==> config.mk <==
export PLATFORM = sky130hd
export DESIGN_NAME = rca_pipe_addsub_flat
export DESIGN_NICKNAME = d
export VERILOG_FILES = /design/src/rtl/rca_pipe_addsub_if.sv /design/src/rtl/rca_pipe_addsub.sv /design/src/flat_wrapper.sv
export SDC_FILE = /design/constraint.sdc
export NUM_CORES = 1
export LEC_CHECK = 0
export CORE_MARGIN = 2
export CORE_UTILIZATION = 59
export DETAILED_ROUTE_END_ITERATION = 10
export PLACE_DENSITY = 0.85
export RECOVER_POWER = 25
export SKIP_LAST_GASP = 1
export SYNTH_ARGS = -nofsm -noshare
export SYNTH_HDL_FRONTEND = slang
export SYNTH_SLANG_ARGS = --single-unit
==> constraint.sdc <==
create_clock -name clk -period 3.8 [get_ports clk]
set_input_delay 0.95 -clock clk [delete_from_list [all_inputs] [get_ports clk]]
set_output_delay 0.95 -clock clk [all_outputs]
set_load 0.05 [all_outputs]
==> src/rtl/rca_pipe_addsub_if.sv <==
// Handshake and data bundle for the pipelined ripple-carry adder/subtractor.
// The slave modport is the adder side; the master modport is the producer/consumer side.
interface rca_pipe_addsub_if #(
    parameter int WIDTH = 16
) ();
    logic             in_valid;
    logic             in_ready;
    logic [WIDTH-1:0] a;
    logic [WIDTH-1:0] b;
    logic             cin;
    logic             sub;
    logic             out_valid;
    logic             out_ready;
    logic [WIDTH-1:0] sum;
    logic             carry;
    logic             overflow;

    modport slave (
        input  in_valid, a, b, cin, sub, out_ready,
        output in_ready, out_valid, sum, carry, overflow
    );

    modport master (
        output in_valid, a, b, cin, sub, out_ready,
        input  in_ready, out_valid, sum, carry, overflow
    );
endinterface

==> src/rtl/rca_pipe_addsub.sv <==
// Pipelined ripple-carry adder/subtractor: one WIDTH/STAGES-bit slice per stage,
// operand skew on the way in, sum de-skew on the way out, whole-pipe stall on backpressure.
module rca_pipe_addsub #(
    parameter int WIDTH  = 16,
    parameter int STAGES = 4
) (
    input  logic clk,
    input  logic rst,
    rca_pipe_addsub_if.slave bus
);
    localparam int SW = (STAGES >= 1) ? (WIDTH / STAGES) : 1;

    if ((STAGES < 1) || (STAGES > WIDTH) || ((WIDTH % STAGES) != 0)) begin : g_param_check
        $error("rca_pipe_addsub: WIDTH must be a positive multiple of STAGES");
    end

    // Chain of SW full adders; returns {carry_out, sum}.
    function automatic logic [SW:0] fa_chain(input logic [SW-1:0] x,
                                             input logic [SW-1:0] y,
                                             input logic          ci);
        logic [SW-1:0] s;
        logic          c;
        c = ci;
        for (int i = 0; i < SW; i++) begin
            s[i] = x[i] ^ y[i] ^ c;
            c    = (x[i] & y[i]) | (c & (x[i] ^ y[i]));
        end
        return {c, s};
    endfunction

    logic             w_stall;
    logic             w_adv;
    logic [WIDTH-1:0] w_b_eff;
    logic             w_c0;

    // Subtraction is a + ~b + 1; the external carry-in only matters for add.
    always_comb begin
        w_b_eff = bus.sub ? ~bus.b : bus.b;
        w_c0    = bus.sub ? 1'b1 : bus.cin;
    end

    for (genvar k = 0; k < STAGES; k++) begin : g_stage
        localparam int LO = k * SW;
        localparam int UP = WIDTH - (k + 1) * SW;

        logic [SW-1:0]    w_a_sl;
        logic [SW-1:0]    w_b_sl;
        logic             w_c_in;
        logic             w_v_in;
        logic [SW:0]      w_res;
        logic [LO+SW-1:0] w_s_next;
        logic             r_v;
        logic             r_c;
        logic [LO+SW-1:0] r_s;

        if (k == 0) begin : g_head
            // First slice takes its bits straight from the accepted operands.
            always_comb begin
                w_a_sl   = bus.a[SW-1:0];
                w_b_sl   = w_b_eff[SW-1:0];
                w_c_in   = w_c0;
                w_v_in   = bus.in_valid;
                w_s_next = w_res[SW-1:0];
            end
        end else begin : g_body
            // Later slices take skewed operands and the carry registered by the previous slice.
            always_comb begin
                w_a_sl   = g_stage[k-1].g_skew.r_a[SW-1:0];
                w_b_sl   = g_stage[k-1].g_skew.r_b[SW-1:0];
                w_c_in   = g_stage[k-1].r_c;
                w_v_in   = g_stage[k-1].r_v;
                w_s_next = {w_res[SW-1:0], g_stage[k-1].r_s};
            end
        end

        assign w_res = fa_chain(w_a_sl, w_b_sl, w_c_in);

        // Stage valid, slice carry and accumulated low sum bits.
        always_ff @(posedge clk or negedge rst) begin
            if (!rst) begin
                r_v <= 1'b0;
                r_c <= 1'b0;
                r_s <= '0;
            end else if (w_adv) begin
                r_v <= w_v_in;
                r_c <= w_res[SW];
                r_s <= w_s_next;
            end
        end

        if (UP > 0) begin : g_skew
            logic [UP-1:0] w_a_up;
            logic [UP-1:0] w_b_up;
            logic [UP-1:0] r_a;
            logic [UP-1:0] r_b;

            if (k == 0) begin : g_src
                assign w_a_up = bus.a[WIDTH-1:SW];
                assign w_b_up = w_b_eff[WIDTH-1:SW];
            end else begin : g_src
                assign w_a_up = g_stage[k-1].g_skew.r_a[UP+SW-1:SW];
                assign w_b_up = g_stage[k-1].g_skew.r_b[UP+SW-1:SW];
            end

            // Operand bits not yet consumed ride along with their own operation.
            always_ff @(posedge clk or negedge rst) begin
                if (!rst) begin
                    r_a <= '0;
                    r_b <= '0;
                end else if (w_adv) begin
                    r_a <= w_a_up;
                    r_b <= w_b_up;
                end
            end
        end

        if (k == STAGES - 1) begin : g_tail
            logic r_ovf;

            // Carry into the MSB is a^b^sum at that bit, so overflow = that XOR carry-out.
            always_ff @(posedge clk or negedge rst) begin
                if (!rst) begin
                    r_ovf <= 1'b0;
                end else if (w_adv) begin
                    r_ovf <= w_a_sl[SW-1] ^ w_b_sl[SW-1] ^ w_res[SW-1] ^ w_res[SW];
                end
            end
        end
    end

    assign w_stall       = g_stage[STAGES-1].r_v & ~bus.out_ready;
    assign w_adv         = ~w_stall;
    assign bus.in_ready  = w_adv;
    assign bus.out_valid = g_stage[STAGES-1].r_v;
    assign bus.sum       = g_stage[STAGES-1].r_s;
    assign bus.carry     = g_stage[STAGES-1].r_c;
    assign bus.overflow  = g_stage[STAGES-1].g_tail.r_ovf;
endmodule

==> src/flat_wrapper.sv <==
// flat-port wrapper written by rule: the top's interface ports become plain ports
module rca_pipe_addsub_flat 
#(
    parameter int WIDTH  = 16,
    parameter int STAGES = 4
)
  (clk, rst, bus_in_valid, bus_a, bus_b, bus_cin, bus_sub, bus_out_ready, bus_in_ready, bus_out_valid, bus_sum, bus_carry, bus_overflow);
  rca_pipe_addsub_if #(.WIDTH(WIDTH)) bus_i ();
  input  logic clk;
  input  logic rst;
  input wire logic [$bits(bus_i.in_valid)-1:0] bus_in_valid;
  input wire logic [$bits(bus_i.a)-1:0] bus_a;
  input wire logic [$bits(bus_i.b)-1:0] bus_b;
  input wire logic [$bits(bus_i.cin)-1:0] bus_cin;
  input wire logic [$bits(bus_i.sub)-1:0] bus_sub;
  input wire logic [$bits(bus_i.out_ready)-1:0] bus_out_ready;
  output wire logic [$bits(bus_i.in_ready)-1:0] bus_in_ready;
  output wire logic [$bits(bus_i.out_valid)-1:0] bus_out_valid;
  output wire logic [$bits(bus_i.sum)-1:0] bus_sum;
  output wire logic [$bits(bus_i.carry)-1:0] bus_carry;
  output wire logic [$bits(bus_i.overflow)-1:0] bus_overflow;
  assign bus_i.in_valid = bus_in_valid;
  assign bus_i.a = bus_a;
  assign bus_i.b = bus_b;
  assign bus_i.cin = bus_cin;
  assign bus_i.sub = bus_sub;
  assign bus_i.out_ready = bus_out_ready;
  assign bus_in_ready = bus_i.in_ready;
  assign bus_out_valid = bus_i.out_valid;
  assign bus_sum = bus_i.sum;
  assign bus_carry = bus_i.carry;
  assign bus_overflow = bus_i.overflow;
  rca_pipe_addsub #(.WIDTH(WIDTH), .STAGES(STAGES)) u_core (.clk(clk), .rst(rst), .bus(bus_i));
endmodule
==> results.json, run 1 <==
{
  "crit_path_top_delay_cell": "clkdlybuf4s50_1",
  "cts.sink_count": 97,
  "postLayoutSetupSlackWorst_ns": 0.490,
  "start_util": 0.619,
  "synth_edf_count": 0,
  "synth_top_area_frac": 0.571,
  "via_count": 2272,
  "grt_pass1_vias": 2381,
  "finalNonFillerCells": 439,
  "cts.path.max_buffers": 2,
  "synthDistinctLibCells": 19,
  "fin_area_um2": 5110,
  "htree_levels": 3,
  "maxSlewHeadroom": -0.160,
  "status": "finished with violations",
  "cts_resized": 0,
  "cts_tree": "done",
  "crit_path_cell_trace": "clkdlybuf4s50_1, buf_4, xnor2_1, fa_1, fa_1, inv_1, fa_1, mux2_2",
  "dp_hpwl_mm": 4.65,
  "antenna_found_initial": 0,
  "wirelength_mm": 6.81,
  "rows": 30,
  "swShare": 0.353,
  "regArea_um2": 2430,
  "cts_root_buf": "clkbuf_8",
  "period_minus_slack_ns": 3.31,
  "post_drt_wl_per_cell_um": 15.5,
  "grt_first_pass_wirelength_mm": 11.3,
  "clk_pin_slew_ns": 0.09,
  "ys_seq_area_frac": 0.571,
  "avgSynthCellArea_um2": 15.2,
  "clock_latency_ns": 0.35,
  "ir_worst_vdd_mv": 0.495,
  "grt_overflow": 0,
  "remaining_drc_errors": 0,
  "synth_top_area_cell": "dfrtp_1",
  "rsz0062_at_grt": "no",
  "place_ws_ns": 0.0811,
  "drtIter0Drc": 100,
  "vias_per_cell": 5.18,
  "syn_nets": 335,
  "crit_type": "in2reg",
  "synthFlopType": "dfrtp_1",
  "fmax_ghz": 0.302,
  "cts_inserted_buffers": 9,
  "synth_common_cells": "dfrtp_1, mux2_2, inv_1",
  "clockPowerShare": 0.165,
  "ios": 58,
  "fin_util": 0.744,
  "hp-class": "reg2reg",
  "critPathTopFamily": "adder cells",
  "final_layout_size_suffix_gt1_frac": 0.315,
  "fin_crit_sh": 0.871,
  "worst_ep_arrival_time_ns": 3.56,
  "post-cts-setup-buffers": 0,
  "placedInstanceArea_um2": 4900,
  "maxCapViolCount": 1,
  "power_mw": 4.33,
  "cp_common_cell": "fa_1",
  "hold_viol": 0,
  "n_antenna_cell": 0,
  "filler_cell_count": 454,
  "multi_input_area_um2": 1630,
  "holdWs_ns": 0.497,
  "critPathMaxFanout": 15,
  "cp-start-kind": "input pin",
  "grt_usage": 0.194,
  "yosys_warnings": 0,
  "path_buf_inv": 3,
  "p_leak_nw": 2.23,
  "seq_power_share": 0.407,
  "yosys-top-cells-area": "dfrtp_1, mux2_2, fa_1",
  "core_um2": 6870,
  "finalWeightedCongestion": 0.760,
  "synthCells": 280,
  "reg2regPathDepth": 9,
  "postCtsHoldBufs": 0,
  "tns_ns": 0,
  "worstSetupEndpointType": "register",
  "place_inst": 423,
  "async_reset_ff_frac": 1.00,
  "yosysMostFrequentCell": "dfrtp_1",
  "power.density_nw_per_um2": 848,
  "synthesis.area_um2": 4250,
  "die-width_um": 88.9,
  "grt_max_degree": 98,
  "io_buffer_count": 57,
  "violations": "max-capacitance violations, max-slew violations",
  "dr.pass1.iters": 4,
  "fin_skew_ns": 0.00801,
  "power.net_switching_mw": 1.53,
  "drv_slew": 74,
  "required_ns": 4.05,
  "dieArea_um2": 7900,
  "worst_pin_slew_ns": 1.74,
  "nNetsFinal": 393,
  "ant_nets": 0,
  "setup_viol": 0,
  "die_h_um": 88.9,
  "ys_ff_latch": 97,
  "whs_path_depth": 1,
  "critPathMaxStageDelay_ns": 0.59,
  "p_comb_frac": 0.429,
  "ff2ff_setup_slack_ns": 1.06,
  "syn_to_final_growth_pct": 20.3,
  "path_depth": 8,
  "power.internal_mw": 2.80
}
-- worst register-to-register path, cell delays in order, from the launching register on --
cell and delay (ns):
dfrtp_1 0.39, inv_1 0.08, fa_1 0.18, inv_1 0.06, fa_1 0.46, fa_1 0.45, inv_1 0.13, fa_1 0.44
xor3_1 0.19, mux2_2 0.26
-- sequential cells by signal, indices dropped and copies added, names as in the netlist --
signal                     count
u_core.bus.sum                16
u_core.g_stage.r_s            24
u_core.g_stage.g_skew.r_a     24
u_core.g_stage.g_skew.r_b     24
u_core.bus.overflow            1
u_core.g_stage.r_c             3
u_core.bus.out_valid           1
u_core.g_stage.r_v             3
u_core.bus.carry               1
-- power groups by stage --
stage | combinational [mW] | sequential [mW] | clock, mW
finish | 1.86 | 1.76 | 0.714
global route | 2.02 | 1.82 | 0.779
CTS | 1.88 | 1.77 | 0.738
detailed placement | 1.87 | 1.79 | 0
global placement | 1.81 | 1.76 | 0
floorplan | 1.05 | 2.06 | 0
-- routing by layer --
layer / global-route usage / vias up / part of all wire
li1: - / 1040 / -
met1: 0.279 / 1170 / 0.47
met2: 0.293 / 51 / 0.47
met5: 0 / - / 0
met4: 0.0785 / 0 / 0.016
met3: 0.0401 / 11 / 0.044
-- logic make-up after synthesis --
group | after synthesis | share of synthesized area
flops | 97 | 0.571
mux | 86 | 0.231
buf+inv | 40 | 0.0456
xor+xnor | 17 | 0.0386
fa+ha+maj | 17 | 0.0783
simple gates | 13 | 0.0239
compound gates | 10 | 0.0118
-- cell type report --
class,count,area share
clock buffers,9,0.0242
clock inverters,7,0.0184
inverters,25,0.0184
multi-input cells,143,0.318
flip-flops and latches,97,0.475
well taps,96,0.0235
repair buffers,62,0.122
-- final timing paths --
kind                                                                   from                                     endpoint
worst max-delay path                                                bus_sub         u_core.g_stage[0].r_s[3]$_DFFE_PN0N_
worst min-delay path                      u_core.g_stage[2].r_v$_DFFE_PN0N_             u_core.bus.out_valid$_DFFE_PN0N_
worst max register to register  u_core.g_stage[2].g_skew.r_a[0]$_DFFE_PN0N_              u_core.bus.overflow$_DFFE_PN0N_
worst min register to register            u_core.g_stage[2].r_v$_DFFE_PN0N_             u_core.bus.out_valid$_DFFE_PN0N_
max in group asynchronous                                               rst  u_core.g_stage[0].g_skew.r_b[7]$_DFFE_PN0N_
min in group asynchronous                                               rst  u_core.g_stage[1].g_skew.r_a[7]$_DFFE_PN0N_
-- placed cells by master, fill, tap and decap left out, drive strengths merged --
cell | Yosys | layout
clkbuf | 2 | 10
buf | 13 | 6
fa | 16 | 16
xnor2 | 4 | 4
mux2i | 3 | 3
xor3 | 1 | 1
clkinvlp | 0 | 2
a21oi | 10 | 10
or2 | 1 | 1
inv | 25 | 26
bufinv | 0 | 2
mux2 | 83 | 83
clkdlybuf4s50 | 0 | 55
nor3b | 10 | 10
clkinv | 0 | 2
xor2 | 12 | 12
nand2b | 2 | 2
ha | 1 | 1
dfrtp | 97 | 97
Note: power is estimated with default switching activity, not from simulation.
==> run 2: changes to the inputs <==
--- a/config.mk
+++ b/config.mk
@@ -5,11 +5,11 @@
 export SDC_FILE = /design/constraint.sdc
 export NUM_CORES = 1
 export LEC_CHECK = 0
-export CORE_MARGIN = 2
 export CORE_UTILIZATION = 59
 export DETAILED_ROUTE_END_ITERATION = 10
 export PLACE_DENSITY = 0.85
 export RECOVER_POWER = 25
+export REMOVE_ABC_BUFFERS = 1
 export SKIP_LAST_GASP = 1
 export SYNTH_ARGS = -nofsm -noshare
 export SYNTH_HDL_FRONTEND = slang
==> results.json, run 2 (synthesis gave the netlist of run 1 again) <==
{
  "status": "finished with violations",
  "violations": "max-capacitance violations, max-slew violations",
  "core_um2": 6870,
  "grt_first_pass_wirelength_mm": 11.2,
  "hold_viol": 0,
  "postCtsHoldBufs": 0,
  "dieArea_um2": 7550,
  "critPathMaxFanout": 15,
  "worst_ep_arrival_time_ns": 3.46,
  "cts_root_buf": "clkbuf_8",
  "min_from": "u_core.g_stage[2].r_v$_DFFE_PN0N_",
  "cts_inserted_buffers": 9,
  "remaining_drc_errors": 0,
  "reg.largest.list": "u_core.g_stage.g_skew.r_a (24), u_core.g_stage.g_skew.r_b (24), u_core.g_stage.r_s (24)",
  "rows": 30,
  "io_buffer_count": 57,
  "drtIter0Drc": 91,
  "required_ns": 4.04,
  "post_drt_wl_per_cell_um": 15.5,
  "clk_pin_slew_ns": 0.08,
  "vias_per_cell": 5.10,
  "drv_slew": 70,
  "postLayoutSetupSlackWorst_ns": 0.579,
  "finalWeightedCongestion": 0.724,
  "period_minus_slack_ns": 3.22,
  "syn_to_final_growth_pct": 20.0,
  "htree_levels": 3,
  "crit_type": "in2reg",
  "setup_viol": 0,
  "crit_path_cell_trace": "clkdlybuf4s50_1, buf_4, xnor2_1, fa_1, fa_1, inv_1, fa_1, mux2_2",
  "rsz0062_at_grt": "no",
  "hp-class": "reg2reg",
  "worstSetupEndpointType": "register",
  "startpoint": "bus_sub",
  "power.density_nw_per_um2": 844,
  "fin_crit_sh": 0.848,
  "via_count": 2233,
  "maxSlewHeadroom": -0.108,
  "place_ws_ns": 0.200,
  "cp_common_cell": "fa_1",
  "cts_tree": "done",
  "cts_resized": 0,
  "post-cts-setup-buffers": 0,
  "n_antenna_cell": 0,
  "clock_latency_ns": 0.35,
  "start_util": 0.619,
  "mostFrequentLayoutCells": "dfrtp_1, mux2_2, clkdlybuf4s50_1",
  "grt_overflow": 0,
  "worst_pin_slew_ns": 1.66,
  "ir_worst_vdd_mv": 0.420,
  "dp_hpwl_mm": 4.54,
  "maxCapViolCount": 1,
  "grt_pass1_vias": 2373,
  "grt_max_degree": 98,
  "p_leak_nw": 2.23,
  "antenna_found_initial": 0,
  "holdWs_ns": 0.473,
  "crit_path_top_delay_cell": "clkdlybuf4s50_1",
  "die_h_um": 86.9,
  "tns_ns": 0,
  "critPathMaxStageDelay_ns": 0.53,
  "layout.cells.most_common": "dfrtp_1",
  "power_mw": 4.30,
  "die-width_um": 86.9,
  "wirelength_mm": 6.81,
  "cts.sink_count": 97,
  "filler_cell_count": 465,
  "cts.path.max_buffers": 2,
  "fmax_ghz": 0.310,
  "grt_usage": 0.202,
  "final_layout_size_suffix_gt1_frac": 0.310,
  "ant_nets": 0,
  "rr_startpoint": "u_core.g_stage[2].g_skew.r_b[0]$_DFFE_PN0N_",
  "nNetsFinal": 392,
  "dr.pass1.iters": 2,
  "cp-start-kind": "input pin",
  "fin_skew_ns": 0.00842,
  "ios": 58
}
-- run 2: cell types whose count changed in the layout (fill, tap and decap cells not counted) --
cell | previous run | this run
buf_4 | 4 | 3
clkbuf_1 | 0 | 1
clkinv_2 | 2 | 3
clkinvlp_4 | 2 | 1
inv_6 | 1 | 0
-- run 2: area by class of cell --
type / instances / area, µm² / share of cell area
clock buffer: 10 / 128 / 0.0250
clock inverter: 6 / 82.6 / 0.0162
inverter: 25 / 93.8 / 0.0184
multi-input combinational: 143 / 1630 / 0.319
sequential: 97 / 2430 / 0.476
tap: 96 / 120 / 0.0236
timing repair buffer: 61 / 618 / 0.121
-- run 2: report_power, final --
| group | leakage (nW) | total, mW | switching, mW | internal (mW) |
|---|---|---|---|---|
| registers | 1.12 | 1.76 | 0.265 | 1.50 |
| logic | 1.00 | 1.83 | 0.906 | 0.924 |
| clock network | 0.106 | 0.708 | 0.340 | 0.368 |
| total | 2.23 | 4.30 | 1.51 | 2.79 |
-- run 2: path summary, 6_finish.rpt --
kind,endpoint,slack (ns),cells past startpoint
worst max-delay path,u_core.g_stage[0].r_s[3]$_DFFE_PN0N_,0.58,8
max in group asynchronous,u_core.g_stage[0].g_skew.r_b[7]$_DFFE_PN0N_,1.61,2
worst max register to register,u_core.bus.overflow$_DFFE_PN0N_,1.11,9
min in group asynchronous,u_core.bus.sum[6]$_DFFE_PN0N_,1.02,1
worst min register to register,u_core.bus.out_valid$_DFFE_PN0N_,0.47,1
worst min-delay path,u_core.bus.out_valid$_DFFE_PN0N_,0.47,1
-- run 2: per-stage QoR --
| step | cell area [µm²] | util | instances |
|---|---|---|---|
| 4_1_cts | 5100 | 0.742 | 438 |
| 5_1_grt | 5100 | 0.742 | 438 |
| 3_5_place_dp | 4890 | 0.712 | 422 |
| 6_report | 5100 | 0.742 | 438 |
| 3_3_place_gp | 4890 | 0.712 | 422 |
| 2_1_floorplan | 4150 | - | 265 |
-- run 2: metal layers --
layer  up-vias  global-route usage  share of wire  wire, µm
met4         0               0.103          0.025       173
met1      1147               0.260           0.45      3050
met2        37               0.331           0.50      3430
li1       1035                   -              -         -
met3        14              0.0360          0.023       155
met5         -                   0              0         0
-- run 2: worst max-delay path: cells and delay by family --
kind | cells | cell delay, ns
buffers and inverters | 3 | 0.90
xor gates and xnor gates | 1 | 0.14
adders and majority gates | 3 | 1.18
muxes | 1 | 0.27
